## src/rtl/uart_pkg.sv

```systemverilog
// Shared constants and helpers for the oversampling UART receiver.
package uart_pkg;

    localparam int PAR_NONE = 0;
    localparam int PAR_ODD  = 1;
    localparam int PAR_EVEN = 2;

    localparam logic [2:0] ST_IDLE      = 3'd0;
    localparam logic [2:0] ST_START     = 3'd1;
    localparam logic [2:0] ST_DATA      = 3'd2;
    localparam logic [2:0] ST_PARITY    = 3'd3;
    localparam logic [2:0] ST_STOP      = 3'd4;
    localparam logic [2:0] ST_WAIT_IDLE = 3'd5;

    function automatic int unsigned uart_div(input int unsigned clk_hz, input int unsigned baud,
                                             input int unsigned os);
        return clk_hz / (baud * os);
    endfunction

    function automatic logic maj3(input logic [2:0] s);
        return (s[0] & s[1]) | (s[0] & s[2]) | (s[1] & s[2]);
    endfunction

endpackage

```

## src/rtl/sync_fifo.sv

```systemverilog
// Synchronous show-ahead FIFO with occupancy count; head reads as 0 while empty.
module sync_fifo #(
    parameter int P_WIDTH = 8,
    parameter int P_DEPTH = 16
) (
    input  logic                           CLK,
    input  logic                           reset,
    input  logic                           wr_en,
    input  logic [P_WIDTH-1:0]             wr_data,
    input  logic                           rd_en,
    output logic [P_WIDTH-1:0]             rd_data,
    output logic                           empty,
    output logic                           full,
    output logic [$clog2(P_DEPTH+1)-1:0]   count
);
    localparam int PTR_W = $clog2(P_DEPTH);
    localparam int CNT_W = $clog2(P_DEPTH + 1);

    logic [P_WIDTH-1:0] mem_q [P_DEPTH];
    logic [PTR_W-1:0]   wr_ptr_q, wr_ptr_d, rd_ptr_q, rd_ptr_d;
    logic [CNT_W-1:0]   count_q, count_d;
    logic               do_wr, do_rd;

    assign empty   = (count_q == '0);
    assign full    = (count_q == CNT_W'(P_DEPTH));
    assign count   = count_q;
    assign rd_data = empty ? '0 : mem_q[rd_ptr_q];

    // A pop frees a slot in the same cycle, so a full FIFO still accepts a write alongside it.
    always_comb begin
        do_wr    = wr_en && (!full || rd_en);
        do_rd    = rd_en && !empty;
        wr_ptr_d = do_wr ? wr_ptr_q + 1'b1 : wr_ptr_q;
        rd_ptr_d = do_rd ? rd_ptr_q + 1'b1 : rd_ptr_q;
        count_d  = count_q;
        case ({do_wr, do_rd})
            2'b10:   count_d = count_q + 1'b1;
            2'b01:   count_d = count_q - 1'b1;
            default: count_d = count_q;
        endcase
    end

    always_ff @(posedge CLK) begin
        if (reset) begin
            wr_ptr_q <= '0;
            rd_ptr_q <= '0;
            count_q  <= '0;
        end else begin
            wr_ptr_q <= wr_ptr_d;
            rd_ptr_q <= rd_ptr_d;
            count_q  <= count_d;
        end
    end

    always_ff @(posedge CLK) begin
        if (do_wr) begin
            mem_q[wr_ptr_q] <= wr_data;
        end
    end

endmodule

```

## src/rtl/uart_rx_os.sv

```systemverilog
// Oversampling UART receiver: majority-voted bit recovery, optional parity, 1/2 stop bits,
// receive FIFO and sticky framing/parity/overrun flags.
module uart_rx_os
    import uart_pkg::*;
#(
    parameter int P_CLK_HZ     = 50_000_000,
    parameter int P_BAUD       = 9600,
    parameter int P_OVERSAMPLE = 16,
    parameter int P_DATA_BITS  = 8,
    parameter int P_PARITY     = 0,
    parameter int P_STOP_BITS  = 1,
    parameter int P_FIFO_DEPTH = 16
) (
    input  logic                                CLK,
    input  logic                                reset,
    input  logic                                serial_in,
    input  logic                                rd_en,
    input  logic                                err_clear,
    output logic [P_DATA_BITS-1:0]              rd_data,
    output logic                                fifo_empty,
    output logic                                fifo_full,
    output logic [$clog2(P_FIFO_DEPTH+1)-1:0]   fifo_count,
    output logic                                frame_err,
    output logic                                parity_err,
    output logic                                overrun_err
);
    localparam int DIV    = uart_div(P_CLK_HZ, P_BAUD, P_OVERSAMPLE);
    localparam int TICK_W = (DIV > 1) ? $clog2(DIV) : 1;
    localparam int OS_W   = $clog2(P_OVERSAMPLE);
    localparam int MID    = P_OVERSAMPLE / 2;
    localparam int BIT_W  = $clog2(P_DATA_BITS + 1);

    logic                   sync1_q, sync2_q;
    logic [TICK_W-1:0]      tick_cnt_q, tick_cnt_d;
    logic [OS_W-1:0]        os_cnt_q, os_cnt_d;
    logic [1:0]             samp_q, samp_d;
    logic [2:0]             state_q, state_d;
    logic [BIT_W-1:0]       bit_cnt_q, bit_cnt_d;
    logic                   stop_cnt_q, stop_cnt_d;
    logic [P_DATA_BITS-1:0] shreg_q, shreg_d;
    logic                   bad_q, bad_d;
    logic                   wr_q, wr_d;
    logic                   frame_err_q, frame_err_d;
    logic                   parity_err_q, parity_err_d;
    logic                   overrun_err_q, overrun_err_d;
    logic                   tick, decide, bit_val, exp_par, new_frame, new_par, new_ovr;

    always_comb begin
        tick       = (tick_cnt_q == TICK_W'(DIV - 1));
        tick_cnt_d = tick ? '0 : tick_cnt_q + 1'b1;

        os_cnt_d = os_cnt_q;
        samp_d   = samp_q;
        if (tick) begin
            os_cnt_d = (os_cnt_q == OS_W'(P_OVERSAMPLE - 1)) ? '0 : os_cnt_q + 1'b1;
            if (os_cnt_q == OS_W'(MID - 1)) samp_d[0] = sync2_q;
            if (os_cnt_q == OS_W'(MID))     samp_d[1] = sync2_q;
        end
        // Third sample is taken live on the decision tick itself.
        decide  = tick && (os_cnt_q == OS_W'(MID + 1));
        bit_val = maj3({sync2_q, samp_q});
        exp_par = (P_PARITY == PAR_ODD) ? ~(^shreg_q) : ^shreg_q;

        state_d    = state_q;
        bit_cnt_d  = bit_cnt_q;
        stop_cnt_d = stop_cnt_q;
        shreg_d    = shreg_q;
        bad_d      = bad_q;
        wr_d       = 1'b0;
        new_frame  = 1'b0;
        new_par    = 1'b0;

        case (state_q)
            ST_IDLE: begin
                if (!sync2_q) begin
                    os_cnt_d   = '0;
                    bit_cnt_d  = '0;
                    stop_cnt_d = 1'b0;
                    bad_d      = 1'b0;
                    state_d    = ST_START;
                end
            end
            ST_START: begin
                if (decide) state_d = bit_val ? ST_IDLE : ST_DATA;
            end
            ST_DATA: begin
                if (decide) begin
                    shreg_d = {bit_val, shreg_q[P_DATA_BITS-1:1]};
                    if (bit_cnt_q == BIT_W'(P_DATA_BITS - 1)) begin
                        state_d = (P_PARITY != PAR_NONE) ? ST_PARITY : ST_STOP;
                    end else begin
                        bit_cnt_d = bit_cnt_q + 1'b1;
                    end
                end
            end
            ST_PARITY: begin
                if (decide) begin
                    if (bit_val != exp_par) begin
                        new_par = 1'b1;
                        bad_d   = 1'b1;
                    end
                    state_d = ST_STOP;
                end
            end
            ST_STOP: begin
                if (decide) begin
                    if (!bit_val) begin
                        new_frame = 1'b1;
                        state_d   = ST_WAIT_IDLE;
                    end else if (stop_cnt_q == 1'(P_STOP_BITS - 1)) begin
                        wr_d    = !bad_q;
                        state_d = ST_IDLE;
                    end else begin
                        stop_cnt_d = 1'b1;
                    end
                end
            end
            ST_WAIT_IDLE: begin
                if (sync2_q) state_d = ST_IDLE;
            end
            default: state_d = ST_IDLE;
        endcase

        new_ovr       = wr_q && fifo_full && !rd_en;
        frame_err_d   = (frame_err_q && !err_clear) || new_frame;
        parity_err_d  = (parity_err_q && !err_clear) || new_par;
        overrun_err_d = (overrun_err_q && !err_clear) || new_ovr;
    end

    always_ff @(posedge CLK) begin
        if (reset) begin
            sync1_q       <= 1'b1;
            sync2_q       <= 1'b1;
            tick_cnt_q    <= '0;
            os_cnt_q      <= '0;
            samp_q        <= '0;
            state_q       <= ST_IDLE;
            bit_cnt_q     <= '0;
            stop_cnt_q    <= 1'b0;
            shreg_q       <= '0;
            bad_q         <= 1'b0;
            wr_q          <= 1'b0;
            frame_err_q   <= 1'b0;
            parity_err_q  <= 1'b0;
            overrun_err_q <= 1'b0;
        end else begin
            sync1_q       <= serial_in;
            sync2_q       <= sync1_q;
            tick_cnt_q    <= tick_cnt_d;
            os_cnt_q      <= os_cnt_d;
            samp_q        <= samp_d;
            state_q       <= state_d;
            bit_cnt_q     <= bit_cnt_d;
            stop_cnt_q    <= stop_cnt_d;
            shreg_q       <= shreg_d;
            bad_q         <= bad_d;
            wr_q          <= wr_d;
            frame_err_q   <= frame_err_d;
            parity_err_q  <= parity_err_d;
            overrun_err_q <= overrun_err_d;
        end
    end

    assign frame_err   = frame_err_q;
    assign parity_err  = parity_err_q;
    assign overrun_err = overrun_err_q;

    sync_fifo #(
        .P_WIDTH (P_DATA_BITS),
        .P_DEPTH (P_FIFO_DEPTH)
    ) u_fifo (
        .CLK     (CLK),
        .reset   (reset),
        .wr_en   (wr_q),
        .wr_data (shreg_q),
        .rd_en   (rd_en),
        .rd_data (rd_data),
        .empty   (fifo_empty),
        .full    (fifo_full),
        .count   (fifo_count)
    );

endmodule

```

## config.mk

```make
export PLATFORM = sky130hd
export DESIGN_NAME = uart_rx_os
export DESIGN_NICKNAME = d
export VERILOG_FILES = /design/src/rtl/uart_pkg.sv /design/src/rtl/sync_fifo.sv /design/src/rtl/uart_rx_os.sv
export SDC_FILE = /design/constraint.sdc
export NUM_CORES = 1
export LEC_CHECK = 0
export BUFFER_PORTS_ARGS = -buffer_cell sky130_fd_sc_hd__clkbuf_2
export CORE_ASPECT_RATIO = 1.5
export CORE_MARGIN = 10
export CORE_UTILIZATION = 53
export CTS_CLUSTER_SIZE = 10
export DETAILED_ROUTE_END_ITERATION = 8
export PLACE_DENSITY_LB_ADDON = 0.05
export SYNTH_ARGS = -nofsm -noshare
export SYNTH_HDL_FRONTEND = slang
export SYNTH_SLANG_ARGS = --single-unit
```

## constraint.sdc

```tcl
create_clock -name CLK -period 3.2 [get_ports CLK]
set_clock_uncertainty 0.15 [all_clocks]
set_input_delay 0 -clock CLK [delete_from_list [all_inputs] [get_ports CLK]]
set_output_delay 0 -clock CLK [all_outputs]
set_load 0.02 [all_outputs]
```

# ---- After elaboration in Yosys (flattened, before gate mapping)
# Memories as Yosys holds them, arrays and structs flattened. A register that Yosys moved wholly into a read port is not among the register bits.
# Index checks and enable logic that the tools add are counted.
dict set report classes {
  n_addsub 7
  n_eq_ne 26
  mux 39
  bitwise 8
  reduce_logical 33
}
# cell n
set op_table {}
lappend op_table {{4-bit 2-to-1 mux} 9}
lappend op_table {{3-bit 2-to-1 mux} 9}
lappend op_table {{2-bit != test (second input constant)} 10}
lappend op_table {{3-bit case mux with 6 select lines} 1}
lappend op_table {{4-bit by 1-bit adder with 4-bit output (second input constant)} 4}
lappend op_table {{1-bit 2-to-1 mux} 14}
lappend op_table {{4-bit == test (second input constant)} 3}
lappend op_table {{4-bit AND reduction} 3}
lappend op_table {{5-bit case mux with 2 select lines} 1}
lappend op_table {{9-bit by 1-bit adder with 9-bit output (second input constant)} 1}
lappend op_table {{9-bit == test (second input constant)} 1}
lappend op_table {{4-bit by 3-bit == test with 1-bit output (second input constant)} 2}
lappend op_table {{1-bit logical AND} 8}
lappend op_table {{8-bit 2-to-1 mux} 1}
lappend op_table {{4-bit case mux with 2 select lines} 1}
lappend op_table {{8-bit AND reduction} 1}
lappend op_table {{2-bit nonzero test} 4}
lappend op_table {{8-bit parity} 1}
lappend op_table {{3-bit by 2-bit == test with 1-bit output (second input constant)} 2}
lappend op_table {{3-bit == test (second input constant)} 2}
lappend op_table {{2-bit AND reduction} 3}
lappend op_table {{5-bit by 1-bit adder with 5-bit output (second input constant)} 1}
lappend op_table {{5-bit == test (second input constant)} 1}
lappend op_table {{1-bit logical NOT} 5}
lappend op_table {{16 further kinds} 25}
dict set report totals {
  register_bits 51
  ramBits 128
  mem_count 1
}
# name words word_bits read_ports rd_clocked_by_memory_dff write_ports line
set mem_list {}
lappend mem_list {u_fifo.mem_q 16 8 1 1 1 sync_fifo.sv:19} ;# logic [P_WIDTH-1:0] mem_q [P_DEPTH];

# ---- Depth between registers and ports, before layout
# Gate-level depths: netlist of run 1.
dict set report depth {
  word_depth 8
  ltp_mapped 13
  mapped_depth_nobuf 11
}

# ---- Hierarchy
# A second synthesis of run 1 with hierarchy kept.
dict set report hier_totals {
  hier_cells 527
  area_unflattened_um2 7811.2
}
# mod instances cells_per_inst area_each_um2 seq_area_each_um2
set modules_own_cells {}
lappend modules_own_cells {sync_fifo 1 336 6040.8 4184.0}
lappend modules_own_cells {uart_rx_os 1 191 1770.4 740.7}

# ---- Worst setup path before layout of run 1
# No wires, ideal clock.
dict set report synth_timing {
  kind {register to register}
  start {register u_fifo.count_q[1], in the netlist u_fifo.count[1]}
  end {register u_fifo.count_q[2], in the netlist u_fifo.count[2]}
  setup_ns 0.070
  arrival_ns 2.663
  required_ns 2.980
  setup_slack_ns 0.317
  path_stages_with_launch 12
  n_path_buf 2
  synth_period_minus_slack_ns 2.883
  cell_sequence {dfxtp_1 > clkbuf_1 > nor4_2 > a21oi_1 > ha_1 > clkbuf_1 > xor2_1 > ha_1 > a21oi_1 > xor2_1 > or3_1 > a21oi_1}
}
dict set report synth_via {
  elab_chain_cells 6
}
# element line
set synth_lines {}
lappend synth_lines {{start: declaration} sync_fifo.sv:21} ;# logic [CNT_W-1:0] count_q, count_d;
lappend synth_lines {{start signal: assignment} sync_fifo.sv:51} ;# count_q <= count_d;
lappend synth_lines {{5-bit == test} sync_fifo.sv:25} ;# assign full = (count_q == CNT_W'(P_DEPTH));
lappend synth_lines {{1-bit logical NOT} sync_fifo.sv:31} ;# do_wr = wr_en && (!full || rd_en);
lappend synth_lines {{1-bit logical OR} sync_fifo.sv:31}
lappend synth_lines {{1-bit logical AND} sync_fifo.sv:31}
lappend synth_lines {{2-bit by 1-bit == test with 1-bit output or 2-bit == test (tied branches)} sync_fifo.sv:36} ;# case ({do_wr, do_rd})
lappend synth_lines {{5-bit case mux with 2 select lines or 2-bit nonzero test (tied branches)} --}
# Parallel ways exist; a longest one is shown, timed or not.
# A chain may end at the register's enable or synchronous reset.

# ---- Worst setup path after layout of run 1
# Same ends and word-level chain as after synthesis.

==> results of run 1 <==
## routing by layer
| metal | vias up | track usage [%] |
|---|---|---|
| li1 | 1953 | - |
| met2 | 75 | 26.3 |
| met1 | 2079 | 16.1 |
| met5 | - | 0 |
| met4 | 0 | 5.77 |
| met3 | 14 | 3.23 |
## worst register-to-register path: cells and delay by family, from the launching register on
kind	cells	cell delay, ns
AND/OR/NAND/NOR	2	0.75
adder cells (fa/ha/maj)	2	0.56
AO/OA/AOI/OAI	3	0.48
flip-flops	1	0.41
XOR/XNOR	2	0.36
buffers and inverters	1	0.12
## layout make-up
class | instances | area, µm² | area share [%]
clock buffer | 24 | 514 | 5.98
inverter | 15 | 57.6 | 0.669
tap | 192 | 240 | 2.79
sequential | 182 | 4930 | 57.3
clock inverter | 8 | 61.3 | 0.713
multi-input combinational | 277 | 2490 | 29.0
timing repair buffer | 46 | 310 | 3.61
## cells in the final DEF (no fill, tap or decap), drive strengths merged, types with 9 or more instances in the layout
| master | count |
|---|---|
| buf | 21 |
| mux2i | 14 |
| dfxtp | 54 |
| nor2 | 58 |
| inv | 18 |
| xnor2 | 13 |
| a21oi | 13 |
| nor3 | 9 |
| edfxtp | 128 |
| ha | 15 |
| o21ai | 9 |
| nand3 | 14 |
| nor2b | 12 |
| clkbuf | 46 |
| nand2b | 10 |
| mux4 | 40 |
| nand2 | 18 |
| xor2 | 14 |
## flip-flops by register name (all words and copies together) (netlist names), 2 cells and up, named ones only
register / cells
samp_q: 2
shreg_q: 8
u_fifo.count: 5
u_fifo.rd_ptr_q: 4
u_fifo.wr_ptr_q: 4
os_cnt_q: 4
state_q: 3
u_fifo.mem_q: 128
tick_cnt_q: 9
bit_cnt_q: 4
## path summary, 6_finish.rpt
check / slack [ns] / endpoint / start
setup / recovery: 0.31 / u_fifo.count[2] / u_fifo.count[1]
hold / removal: 0.12 / u_fifo.count[1] / reset
setup reg to reg: 0.31 / u_fifo.count[2] / u_fifo.count[1]
hold reg to reg: 0.27 / sync2_q / sync1_q
## cells by family after synthesis
| logic type | count (synthesis) | synth area share [%] |
|---|---|---|
| AO/OA/AOI/OAI | 35 | 2.78 |
| XOR/XNOR | 28 | 3.39 |
| adder cells (fa/ha/maj) | 16 | 2.59 |
| buffers and inverters | 41 | 2.96 |
| flip-flops | 182 | 64.4 |
| multiplexers | 54 | 14.0 |
| AND/OR/NAND/NOR | 144 | 9.85 |
## report_power, final
| part | leakage (nW) | internal (mW) | switching, mW |
|---|---|---|---|
| clock | 0.278 | 1.14 | 0.840 |
| sequential | 1.62 | 2.49 | 0.00562 |
| combinational | 1.04 | 0.0146 | 0.0227 |
| total | 2.94 | 3.64 | 0.868 |
==> results.json, run 1 <==
{
  "boundaryPins": 23,
  "end_kind": "flop",
  "cts_tree": "done",
  "diodes": 0,
  "met2_wirelength_mm": 7.70,
  "die_area_um2": 19700,
  "cts_made_buffers": 17,
  "drc_errors": 0,
  "htreeDepth": 4,
  "worst_slack_ns": 0.315,
  "critPathBufInv": 1,
  "timing.final.max_slew_violations": 0,
  "die_w_um": 118,
  "relSlewSlack_pct": 48.3,
  "synth.area.top_cells": "edfxtp_1, dfxtp_1, mux4_2, nor2_1, mux4_1",
  "grt_pass1_wl_mm": 22.2,
  "chipHeight_um": 167,
  "met3_length_um": 400,
  "antenna_found_initial": 0,
  "ys_seq_elements": 182,
  "vias_per_cell": 5.54,
  "p_per_area_nw_per_um2": 524,
  "clockBufferDepth": 2,
  "rsz0062_at_grt": "false",
  "top_layer": "met4",
  "status": "completed",
  "syn_area_per_cell_um2": 15.3,
  "min_path_type": "in -> reg",
  "post_cts_buffers": 0,
  "clk_latency_ns": 0.42,
  "cp_top_family": "simple AND/OR/NAND/NOR gates",
  "ys_dominant_reg_cell": "edfxtp_1",
  "stdcell_count": 744,
  "port_buffers": 22,
  "clkSlewWorstSetupHoldPaths_ns": 0.07,
  "grt_pass1_vias": 4108,
  "synth_cells": 500,
  "peakVddDrop_v": 0.000356,
  "fmax_mhz": 347,
  "postRouteAntennaNets": 0,
  "placedCellCount": 709,
  "rows": 53,
  "path_cells": "nor4_2 -> a31oi_2 -> inv_2 -> ha_1 -> xor2_1 -> ha_1 -> a21oi_1 -> xor2_1 -> or3_1 -> a21oi_1",
  "worstPathRequired_ns": 3.39,
  "root_buffer": "clkbuf_16",
  "drt-total-wl_mm": 14.0,
  "path_class": "reg -> reg",
  "nFillCells": 1101,
  "synth.most_common_cell": "edfxtp_1",
  "synth_nets": 520,
  "start_util_pct": 54.4,
  "drtPass1Iterations": 4,
  "cpPeakStageDelay_ns": 0.44,
  "maxCapViolations": 0,
  "power_leakage_nw": 2.94,
  "placed_area_um2": 8000,
  "vias": 4121,
  "coreArea_um2": 14100,
  "grt_max_degree": 40,
  "async_flop_share_pct": 0,
  "hold_viol_final": 0,
  "synthToLayoutAreaGrowth_pct": 12.5,
  "setup_tns_ns": 0,
  "worstSetupPathDepth": 10,
  "gp_congestion": 0.816,
  "hold_buffers": 3,
  "drive_above_1_share_pct": 21.6,
  "yosysSeqAreaShare_pct": 64.4,
  "period_share_pct": 90.2,
  "wl_met1_mm": 5.73,
  "dpl_worst_slack_ns": 0.331,
  "syn_area_um2": 7640,
  "synth_enable_flop_cells": 128,
  "first_iter_violations": 240,
  "grt_usage_pct": 14.5,
  "wire_per_inst_um": 18.8,
  "critPathSlowestCell": "nor4_2",
  "hold_depth": 2,
  "cp_max_fo": 9,
  "worst_ep_arrival_time_ns": 3.08,
  "overflow": 0,
  "nNetsFinal": 559,
  "holdWs_ns": 0.122,
  "tightest_slew_ns": 0.775,
  "reg2reg_depth": 10,
  "total_power_mw": 4.51,
  "period_needed_ns": 2.89,
  "yosysTopAreaCell": "edfxtp_1",
  "postLayoutCoreUtil_pct": 61.2,
  "final_area_um2": 8600,
  "cts_resized": 0,
  "yosys_warnings": 0,
  "setup_viol": 0,
  "clock_sinks": 182,
  "hpwl_mm": 9.39,
  "ys_types": 57,
  "netlist.area_leader.share_pct": 50.3,
  "startpoint_type": "flop",
  "synth_common_cells": "edfxtp_1, nor2_1, dfxtp_1, mux4_2, nand2_1"
}
(Power assumes the default switching activity.)
==> run 2, diff against run 1 <==
Settings changed: CORE_ASPECT_RATIO 1.5 to 0.5.
==> results.json, run 2 (synthesis gave the netlist of run 1 again) <==
{
  "start_util_pct": 55.3,
  "gp_congestion": 0.768,
  "path_cells": "buf_12 -> mux4_1 -> mux4_2 -> nor2b_1 -> clkbuf_2",
  "drt-total-wl_mm": 14.5,
  "largest_register_ffs": 128,
  "top_layer": "met4",
  "port_buffers": 22,
  "fmax_mhz": 345,
  "p_per_area_nw_per_um2": 525,
  "timing.final.max_slew_violations": 0,
  "overflow": 0,
  "die_w_um": 190,
  "drive_above_1_share_pct": 22.3,
  "drtPass1Iterations": 5,
  "p_seq_share_pct": 55.1,
  "nNetsFinal": 562,
  "clk_latency_ns": 0.42,
  "grt_pass1_wl_mm": 22.8,
  "worstHoldStart": "reset",
  "htreeDepth": 4,
  "end_kind": "primary output",
  "period_needed_ns": 2.90,
  "hpwl_mm": 9.29,
  "grt_pass1_vias": 4043,
  "critPathSlowestCell": "mux4_1",
  "layout_commonest_cell": "edfxtp_1",
  "top_regs": "u_fifo.mem_q: 128 flops, tick_cnt_q: 9 flops, shreg_q: 8 flops",
  "chipHeight_um": 105,
  "tightest_slew_ns": 0.853,
  "startpoint_type": "flop",
  "largest-register": "u_fifo.mem_q",
  "rsz0062_at_grt": "false",
  "switching_share_pct": 21.7,
  "clkSlewWorstSetupHoldPaths_ns": 0.07,
  "reg2reg_depth": 9,
  "placed_area_um2": 8020,
  "grt_max_degree": 40,
  "min_path_type": "in -> reg",
  "final_cell_mix": "edfxtp_1, nor2_1, dfxtp_1, mux4_2, buf_4",
  "setup_viol": 0,
  "r2r_end": "u_fifo.count[2]",
  "dpl_worst_slack_ns": 0.351,
  "relSlewSlack_pct": 43.1,
  "period_share_pct": 90.6,
  "cpPeakStageDelay_ns": 0.61,
  "worstPathRequired_ns": 3.05,
  "cts_tree": "done",
  "nFillCells": 1070,
  "coreArea_um2": 13800,
  "drc_errors": 0,
  "worst_slack_ns": 0.301,
  "synthToLayoutAreaGrowth_pct": 12.8,
  "power_leakage_nw": 2.96,
  "path_class": "reg -> out",
  "diodes": 0,
  "final_area_um2": 8620,
  "cts_made_buffers": 17,
  "hold_viol_final": 0,
  "grt_usage_pct": 14.8,
  "boundaryPins": 23,
  "clkPwrFrac_pct": 44.1,
  "status": "completed",
  "r2r_setup_slack_ns": 0.33,
  "cts_resized": 0,
  "vias": 4124,
  "wire_per_inst_um": 19.4,
  "worst_ep_arrival_time_ns": 2.75,
  "p_switching_uw": 984,
  "clockBufferDepth": 2,
  "setup_tns_ns": 0,
  "rows": 30,
  "root_buffer": "clkbuf_16",
  "stdcell_count": 747,
  "placedCellCount": 712,
  "first_iter_violations": 329,
  "hold_depth": 2,
  "internal-power_mw": 3.55,
  "postRouteAntennaNets": 0,
  "seqCellArea_um2": 4930,
  "holdPathEnd": "samp_q[0]",
  "clock_sinks": 182,
  "maxCapViolations": 0,
  "peakVddDrop_v": 0.000364,
  "r2r-start": "u_fifo.count[1]",
  "met2_wirelength_mm": 6.58,
  "wl_met1_mm": 7.10,
  "combPwrFrac_pct": 0.8,
  "met3_length_um": 721,
  "vias_per_cell": 5.52,
  "die_area_um2": 19900,
  "multiInputGateArea_um2": 2490,
  "cp_max_fo": 23,
  "postLayoutCoreUtil_pct": 62.4,
  "antenna_found_initial": 0
}
[run 2: layer usage]
metal / vias to the layer above / GRT usage, %
met5: - / 0
met4: 0 / 4.39
met3: 9 / 3.12
met2: 103 / 22.1
li1: 1958 / -
met1: 2054 / 21.3
[run 2: final cells by class]
| type | count | area share (%) |
|---|---|---|
| clock inverters | 14 | 1.67 |
| inverters | 15 | 0.667 |
| clock buffers | 18 | 4.98 |
| well taps | 192 | 2.79 |
| repair buffers | 49 | 3.86 |
| multi-input cells | 277 | 28.9 |
| flip-flops and latches | 182 | 57.1 |
[run 2: how the worst max path moves through the flow]
stage                    start               to  slack [ns]  cells past startpoint
2_1_floorplan  u_fifo.count[1]  u_fifo.count[2]        0.32                     11
3_3_place_gp   u_fifo.count[1]  u_fifo.count[2]        0.46                      9
3_5_place_dp   u_fifo.count[1]  u_fifo.count[2]        0.35                      9
4_1_cts                   flop       rd_data[1]        0.23                      5
5_1_grt        u_fifo.count[1]  u_fifo.count[2]        0.03                      9
6_report                  flop       rd_data[1]        0.30                      5
[run 2: power by group through the flow]
stage	clock network, mW	registers, mW	logic (mW)
6_report	2.00	2.50	0.0369
3_3_place_gp	0	2.55	0.0349
3_5_place_dp	0	2.55	0.0348
5_1_grt	2.14	2.50	0.0425
4_1_cts	2.05	2.49	0.0379
2_1_floorplan	0	2.55	0.0277
[run 2: stage by stage]
step           total power, mW  hold WS, ns
2_1_floorplan             2.57      -0.0529
3_3_place_gp              2.58       0.0279
3_5_place_dp              2.58       0.0312
4_1_cts                   4.58        0.129
5_1_grt                   4.68        0.158
6_report                  4.53        0.144
[run 2: timing repair]
item                      4_1_cts  5_1_grt
hold buffers                    3        0
setup buffers                   0        0
hold endpoints to repair       10        0
[run 2: worst max-delay path, delay by kind of cell (launching register included)]
| kind | cells | cell delay, ns |
|---|---|---|
| flops | 1 | 0.59 |
| buf+inv | 2 | 0.46 |
| mux | 2 | 1.12 |
| simple gates | 1 | 0.16 |
==> run 3, diff against run 2 <==
Settings changed: BUFFER_PORTS_ARGS -buffer_cell sky130_fd_sc_hd__clkbuf_2 to not set, DONT_BUFFER_PORTS set to 1.
==> results.json, run 3 (synthesis gave the netlist of run 1 again) <==
{
  "status": "completed",
  "drc_errors": 0,
  "cpPeakStageDelay_ns": 0.48,
  "htreeDepth": 4,
  "port_buffers": 0,
  "vias_per_cell": 5.73,
  "synthToLayoutAreaGrowth_pct": 12.4,
  "grt_use_met1_pct": 19.9,
  "setup_tns_ns": 0,
  "globalRouteMet3Util_pct": 4.74,
  "nFillCells": 1050,
  "gp_congestion": 0.807,
  "layout_commonest_cell": "edfxtp_1",
  "final_area_um2": 8590,
  "min_path_type": "in -> reg",
  "hpwl_mm": 10.3,
  "largest_register_ffs": 128,
  "cts_made_buffers": 17,
  "power_leakage_nw": 2.91,
  "die_area_um2": 19900,
  "placed_area_um2": 7940,
  "critPathBufInv": 1,
  "fmax_mhz": 350,
  "grt_pass1_vias": 4351,
  "grt_usage_pct": 15.7,
  "worstPathRequired_ns": 3.40,
  "grt_use_met2_pct": 25.3,
  "overflow": 0,
  "worst_slack_ns": 0.345,
  "r2r_setup_slack_ns": 0.35,
  "busiest_layer": "met2",
  "vias": 4199,
  "p_per_area_nw_per_um2": 536,
  "path_cells": "nor4_2 -> a31oi_2 -> inv_2 -> ha_1 -> xor2_1 -> ha_1 -> a21oi_1 -> xor2_1 -> or3_1 -> a21oi_1",
  "antenna_found_initial": 0,
  "placedCellCount": 695,
  "drt-total-wl_mm": 15.4,
  "drive_above_1_share_pct": 20.1,
  "rows": 30,
  "grt_pass1_wl_mm": 24.2,
  "cp_max_fo": 10,
  "nNetsFinal": 548,
  "first_iter_violations": 371,
  "diodes": 0,
  "coreArea_um2": 13800,
  "root_buffer": "clkbuf_16",
  "cts_tree": "done",
  "relSlewSlack_pct": 50.2,
  "start_util_pct": 55.3,
  "holdWs_ns": 0.0581,
  "total_power_mw": 4.61,
  "boundaryPins": 23,
  "wire_per_inst_um": 21.0,
  "maxCapViolations": 0,
  "final_cell_mix": "edfxtp_1, nor2_1, dfxtp_1, mux4_2, buf_4",
  "postRouteAntennaNets": 0,
  "clkSlewWorstSetupHoldPaths_ns": 0.07,
  "post_cts_buffers": 0,
  "clock_sinks": 182,
  "hold_viol_final": 0,
  "setup_viol": 0,
  "largest-register": "u_fifo.mem_q",
  "rsz0062_at_grt": "false",
  "chipHeight_um": 105,
  "path_class": "reg -> reg",
  "end_kind": "flop",
  "stdcell_count": 733,
  "postLayoutCoreUtil_pct": 62.2,
  "grt_max_degree": 40,
  "worst_ep_arrival_time_ns": 3.06,
  "startpoint_type": "flop",
  "dpl_worst_slack_ns": 0.178,
  "clockBufferDepth": 2,
  "critPathSlowestCell": "nor4_2",
  "die_w_um": 190,
  "drtPass1Iterations": 5,
  "peakVddDrop_v": 0.000353,
  "period_needed_ns": 2.85,
  "cp_top_family": "simple AND/OR/NAND/NOR gates",
  "timing.final.max_slew_violations": 0,
  "tightest_slew_ns": 0.746,
  "top_regs": "u_fifo.mem_q: 128 flops, tick_cnt_q: 9 flops, shreg_q: 8 flops",
  "period_share_pct": 89.2,
  "clk_latency_ns": 0.42
}
## run 3: final cells by class
type / instances / area, µm² / share of cell area (%)
repair buffers: 35 / 288 / 3.35
clock inverters: 14 / 151 / 1.76
clock buffers: 18 / 429 / 5.00
well taps: 192 / 240 / 2.80
multi-input cells: 277 / 2500 / 29.1
inverters: 15 / 57.6 / 0.670
flip-flops and latches: 182 / 4930 / 57.3
## run 3: worst paths after layout
kind | startpoint | to | cells after the start
setup reg to reg | u_fifo.count[2] | u_fifo.count[2] | 10
hold / removal | serial_in | sync1_q | 2
setup / recovery | u_fifo.count[2] | u_fifo.count[2] | 10
hold reg to reg | sync1_q | sync2_q | 1
## run 3: where the power goes
group / leakage [nW] / switching, mW / internal (mW)
Combinational: 1.00 / 0.0225 / 0.0162
Clock: 0.286 / 0.960 / 1.11
Sequential: 1.62 / 0.00599 / 2.49
## run 3: routing by layer
layer  share of wire, %  vias to the layer above  wire length [µm]
met5                  0                        -                 0
met4               0.81                        0               125
met3                6.3                       13               968
met2                 49                      130              7530
met1                 44                     2129              6770
li1                   -                     1927                 -
## run 3: timing repair
action / CTS / global route
gates resized for setup: 0 / 1
hold buffers: 6 / 0
setup endpoints to repair: 0 / 2
endpoints found under the hold margin: 54 / 0
## run 3: worst reg2reg max path, stage by stage, from the launching register on
cell and delay, ns:
dfxtp_1 0.46, nor4_2 0.48, a31oi_2 0.17, inv_2 0.09
ha_1 0.33, xor2_1 0.21, ha_1 0.22, a21oi_1 0.07
xor2_1 0.15, or3_1 0.32, a21oi_1 0.15
